`src/rtl/hazard_forward_unit.sv`:
```
`default_nettype none
// ============================================================================
// hazard_forward_unit: EX/MEM destination tracking, forward-mux select, load-use stall.
// Optional HAZARD_STATS_EN adds saturating stall/forward/flush counters. Rev 1.0
// ============================================================================
module hazard_forward_unit #(
  parameter int REG_AW = 5,
  parameter int ZR_IDX = 31
) (
  input  logic              clk,
  input  logic              rst,
  input  logic              id_valid,
  input  logic [REG_AW-1:0] id_Rn,
  input  logic [REG_AW-1:0] id_Rm,
  input  logic [REG_AW-1:0] id_Rd,
  input  logic              id_Reg2Loc,
  input  logic              id_useA,
  input  logic              id_useB,
  input  logic              id_RegWrite,
  input  logic              id_MemRead,
  input  logic              id_Move,
  input  logic              flush,
  output logic [1:0]        forwardCondA,
  output logic [1:0]        forwardCondB,
  output logic              stall
`ifdef HAZARD_STATS_EN
  ,
  output logic [31:0]       stall_count,
  output logic [31:0]       fwd_count,
  output logic [15:0]       flush_count
`endif
);

  localparam logic [REG_AW-1:0] ZR = ZR_IDX[REG_AW-1:0];

  typedef struct packed {
    logic              valid;
    logic [REG_AW-1:0] dest;
    logic              wr;
    logic              load;
    logic              move;
  } slot_t;

  slot_t             ex_slot, mem_slot;
  logic [REG_AW-1:0] src_b;
  logic              ex_match_a, ex_match_b, mem_match_a, mem_match_b;
  logic              load_use;

  function automatic logic slot_match(input slot_t s, input logic [REG_AW-1:0] src);
    return s.valid & s.wr & (s.dest == src) & (src != ZR);
  endfunction

  // A load still in EX has no result yet: select regfile and let the stall retry.
  function automatic logic [1:0] fwd_code(input logic use_src, input logic ex_m,
                                          input logic mem_m, input slot_t ex);
    if (!use_src)           return 2'b00;
    else if (ex_m && ex.move) return 2'b11;
    else if (ex_m && ex.load) return 2'b00;
    else if (ex_m)          return 2'b01;
    else if (mem_m)         return 2'b10;
    else                    return 2'b00;
  endfunction

  always_comb begin
    src_b        = id_Reg2Loc ? id_Rm : id_Rd;
    ex_match_a   = slot_match(ex_slot, id_Rn);
    ex_match_b   = slot_match(ex_slot, src_b);
    mem_match_a  = slot_match(mem_slot, id_Rn);
    mem_match_b  = slot_match(mem_slot, src_b);
    forwardCondA = fwd_code(id_useA, ex_match_a, mem_match_a, ex_slot);
    forwardCondB = fwd_code(id_useB, ex_match_b, mem_match_b, ex_slot);
    // id_valid gates first so undefined decode fields cannot reach stall.
    load_use     = id_valid & ex_slot.load &
                   ((id_useA & ex_match_a) | (id_useB & ex_match_b));
    stall        = load_use & ~flush;
  end

  always_ff @(posedge clk) begin
    if (!rst) begin
      ex_slot  <= '0;
      mem_slot <= '0;
    end else begin
      mem_slot <= ex_slot;
      if (id_valid && !stall && !flush) begin
        ex_slot.valid <= 1'b1;
        ex_slot.dest  <= id_Rd;
        ex_slot.wr    <= id_RegWrite;
        ex_slot.load  <= id_MemRead;
        ex_slot.move  <= id_Move;
      end else begin
        ex_slot <= '0;
      end
    end
  end

`ifdef HAZARD_STATS_EN
  always_ff @(posedge clk) begin
    if (!rst) begin
      stall_count <= '0;
      fwd_count   <= '0;
      flush_count <= '0;
    end else begin
      if (stall && (stall_count != '1))
        stall_count <= stall_count + 32'd1;
      if (((forwardCondA != 2'b00) || (forwardCondB != 2'b00)) && (fwd_count != '1))
        fwd_count <= fwd_count + 32'd1;
      if (flush && (flush_count != '1))
        flush_count <= flush_count + 16'd1;
    end
  end
`endif

endmodule
`default_nettype wire
```
`config.mk`:
```
export PLATFORM = sky130hd
export DESIGN_NAME = hazard_forward_unit
export DESIGN_NICKNAME = d
export VERILOG_FILES = /design/src/rtl/hazard_forward_unit.sv
export SDC_FILE = /design/constraint.sdc
export NUM_CORES = 1
export LEC_CHECK = 0
export ABC_CLOCK_PERIOD_IN_PS = 5090
export BUFFER_PORTS_ARGS = -buffer_cell sky130_fd_sc_hd__buf_2
export CAP_MARGIN = 10
export CORE_MARGIN = 1
export CORE_UTILIZATION = 37
export DETAILED_ROUTE_END_ITERATION = 16
export GPL_TIMING_DRIVEN = 0
export PLACE_DENSITY_LB_ADDON = 0.15
export SLEW_MARGIN = 20
export SYNTH_ARGS = -nofsm -noshare
export SYNTH_HDL_FRONTEND = slang
export SYNTH_SLANG_ARGS = --single-unit
export TNS_END_PERCENT = 50
```
`constraint.sdc`:
```
create_clock -name clk -period 5.09 [get_ports clk]
set_input_delay 0.509 -clock clk [delete_from_list [all_inputs] [get_ports clk]]
set_output_delay 0.509 -clock clk [all_outputs]
set_load 0.1 [all_outputs]
```
==> impl_metrics.py <==
metrics = {
    "sta": {
        "fin_crit_ns": 2.72,
        "fin_tns_setup_ns": 0,
        "fin_skew_ns": 0.00770,
        "fin_worst_hold_slack_ns": 0.461,
        "fin_ws_ns": 2.37,
        "setup_viol": 0,
        "tightest_slew_ns": 0.486,
        "rsz0062_at_grt": "false",
        "slew_viol_final": 0,
        "hold_violations": 0,
        "min_period_over_period": 0.534,
        "worst_slew_margin_rel": 0.678,
        "fmax_ghz": 0.368,
    },
    "place": {
        "dp_slack_ns": 2.37,
        "routabilityCongestion": 0.763,
        "dp_cells": 154,
        "dpl.hpwl_um": 1610,
        "portBuffers": 28,
    },
    "drt": {
        "wl_met1_um": 868,
        "drc": 0,
        "ant_nets": 0,
        "dr_wl_met3_um": 96,
        "dr_total_vias": 802,
        "route.met2.wl_um": 946,
        "drt_iter0_drc": 17,
        "top_layer": "met4",
        "wl_um": 1940,
        "vias_per_cell": 5.08,
        "wl_per_cell_um": 12.3,
        "drt_pass1_iterations": 4,
    },
    "floorplan": {
        "ioPinCount": 30,
        "fp.dieW_um": 51.1,
        "die_y_um": 51.1,
        "rows": 17,
        "initial_core_util": 0.399,
        "dieArea_mm2": 0.00261,
        "core_mm2": 0.00223,
    },
    "global_route": {
        "globalRouteTotalUtil": 0.169,
        "grt_pass1_wl_um": 3250,
        "grt_pass1_vias": 791,
        "antenna_found_initial": 0,
        "grt_max_degree": 10,
        "grt-ovfl-total": 0,
    },
    "critical_path": {
        "setup.worst_path.start_class": "input pin",
        "worstSetupPathType": "in2out",
        "path_max_fanout": 9,
        "critical_path_arrival_ns": 2.21,
        "r2r_end": "ex_slot[2]",
        "endpoint_kind": "primary output",
        "r2r_cells": 5,
        "rrSetupSlack_ns": 3.13,
        "required_ns": 4.58,
        "worstReg2RegStart": "ex_slot[3]",
    },
    "worst_hold_path": {
        "holdPathStages": 1,
        "hold_end": "mem_slot[8]",
        "hp-start": "ex_slot[8]",
        "min_path_type": "reg2reg",
    },
    "cts": {
        "clock_insertion_delay_worst_skew_ns": 0.28,
        "clk_pin_slew_ns": 0.08,
        "cts_tree": "done",
        "postCtsHoldBufs": 0,
        "cts-root-buf": "clkbuf_4",
        "post_cts.repair.setup_buffers": 0,
        "numCtsBuffers": 3,
        "postCtsResizedCells": 0,
        "cts_sinks": 16,
        "cts.path.max_buffers": 2,
        "cts_htree_levels": 1,
    },
    "synth": {
        "ys_seq_area_frac": 0.359,
        "synth_seq_cells": 16,
        "yosys.area_share.xor_xnor": 0.196,
        "synth.largest_area_cell": "dfxtp_1",
        "syn_area_um2": 892,
        "synthSimpleGateAreaFrac": 0.303,
        "avgSynthCellArea_um2": 9.10,
        "ys_top_cells_by_area": "dfxtp_1 36%, xnor2_1 18%, mux2i_1 6.7%",
        "synthMuxAreaShare": 0.0673,
        "synth_cell_types": 23,
        "yosys_warnings": 0,
        "postSynthCellCount": 98,
        "synthAdderAreaFrac": 0,
        "yosysTopAreaCellShare": 0.359,
        "synth_top_family_by_area": "simple AND/OR/NAND/NOR gates",
        "synth_compound_area_frac": 0.0449,
        "syn_nets": 123,
    },
    "power": {
        "power_density_mw_per_mm2": 229,
        "leakage_nw": 0.453,
        "vdd_drop_max_mv": 0.182,
    },
    "final_layout": {
        "antenna_cells": 0,
        "drive_gt1_frac": 0.285,
        "nets": 156,
        "fin_cells": 158,
        "syn_to_final_growth_pct": 23.7,
    },
    "run_status": {
        "status": "finished clean",
    },
    "job": {
        "maxCapViolCount": 0,
    },
}
## layout by cell type, fill, tap and decap left out, drive strengths merged, types with 2 or more instances in the layout
| cell type | netlist | layout |
|---|---|---|
| a21oi | 2 | 2 |
| and2 | 7 | 7 |
| buf | 2 | 30 |
| clkbuf | 0 | 4 |
| dfxtp | 16 | 16 |
| mux2i | 6 | 6 |
| nand2 | 11 | 11 |
| nand3 | 4 | 4 |
| nand4 | 2 | 2 |
| nor2 | 7 | 7 |
| nor3b | 8 | 8 |
| nor4 | 3 | 3 |
| o21ai | 2 | 2 |
| xnor2 | 18 | 18 |
| xor2 | 2 | 2 |
## logic make-up after synthesis
| group | after synthesis |
|---|---|
| DFF | 16 |
| buffers and inverters | 3 |
| xor gates and xnor gates | 20 |
| AOI/OAI and AO/OA | 6 |
| and+or+nand+nor | 47 |
| muxes | 6 |
## worst max path at each step
stage,start,cells past startpoint,endpoint
after CTS,id_Reg2Loc,7,stall
after global routing,id_Reg2Loc,7,stall
after detailed placement,id_Reg2Loc,7,stall
after global placement,id_Reg2Loc,7,stall
after floorplan,id_Reg2Loc,6,stall
final,id_Reg2Loc,7,stall
## cells in the mapped netlist
cell      number
dfxtp_1       16
mux2i_1        6
nor4_2         1
a21boi_0       1
nand3_1        4
and4_1         1
nand2_1       11
a21oi_1        2
nor3b_1        8
o21ai_0        2
buf_6          2
or4b_2         1
nand4b_1       1
nand4_1        2
nor2b_1        1
xnor2_1       18
o211ai_2       1
or4_1          1
nor2_1         7
and2_1         7
nor4_1         2
xor2_1         2
inv_1          1
## critical path, cell delays in order
cell and delay, ns:
buf_6 0.12, mux2i_1 0.33, xnor2_1 0.12, nor4_2 0.36, nand3_1 0.16, a21oi_1 0.18
buf_2 0.44
## metrics by stage
stage | total power [mW] | area [um^2] | util
4_1_cts | 0.255 | 1100 | 0.494
3_3_place_gp | 0.173 | 1070 | 0.478
2_1_floorplan | 0.158 | 892 | -
6_report | 0.253 | 1100 | 0.494
3_5_place_dp | 0.175 | 1070 | 0.478
5_1_grt | 0.265 | 1100 | 0.494
## flip-flops by register name, indices dropped and copies added (netlist names)
register and flops:
mem_slot 7, ex_slot 9
## final cells by class
cell class	instances	area (um^2)
Fill cell	241	1130
Inverter	1	3.75
Sequential cell	16	320
Tap cell	28	35.0
Timing Repair Buffer	28	140
Multi-Input combinational cell	79	546
Clock buffer	4	36.3
Buffer	2	22.5
## routing by layer
metal | track usage | vias up
li1 | - | 404
met1 | 0.203 | 370
met2 | 0.300 | 24
met3 | 0.0179 | 4
met4 | 0.0694 | 0
met5 | 0 | -
## where the power goes
| group | leakage, nW | switching (mW) | internal, mW |
|---|---|---|---|
| clock network | 0.0210 | 0.0378 | 0.0435 |
| registers | 0.130 | 0.00246 | 0.128 |
| logic | 0.302 | 0.0194 | 0.0214 |
(Power assumes the default switching activity.)
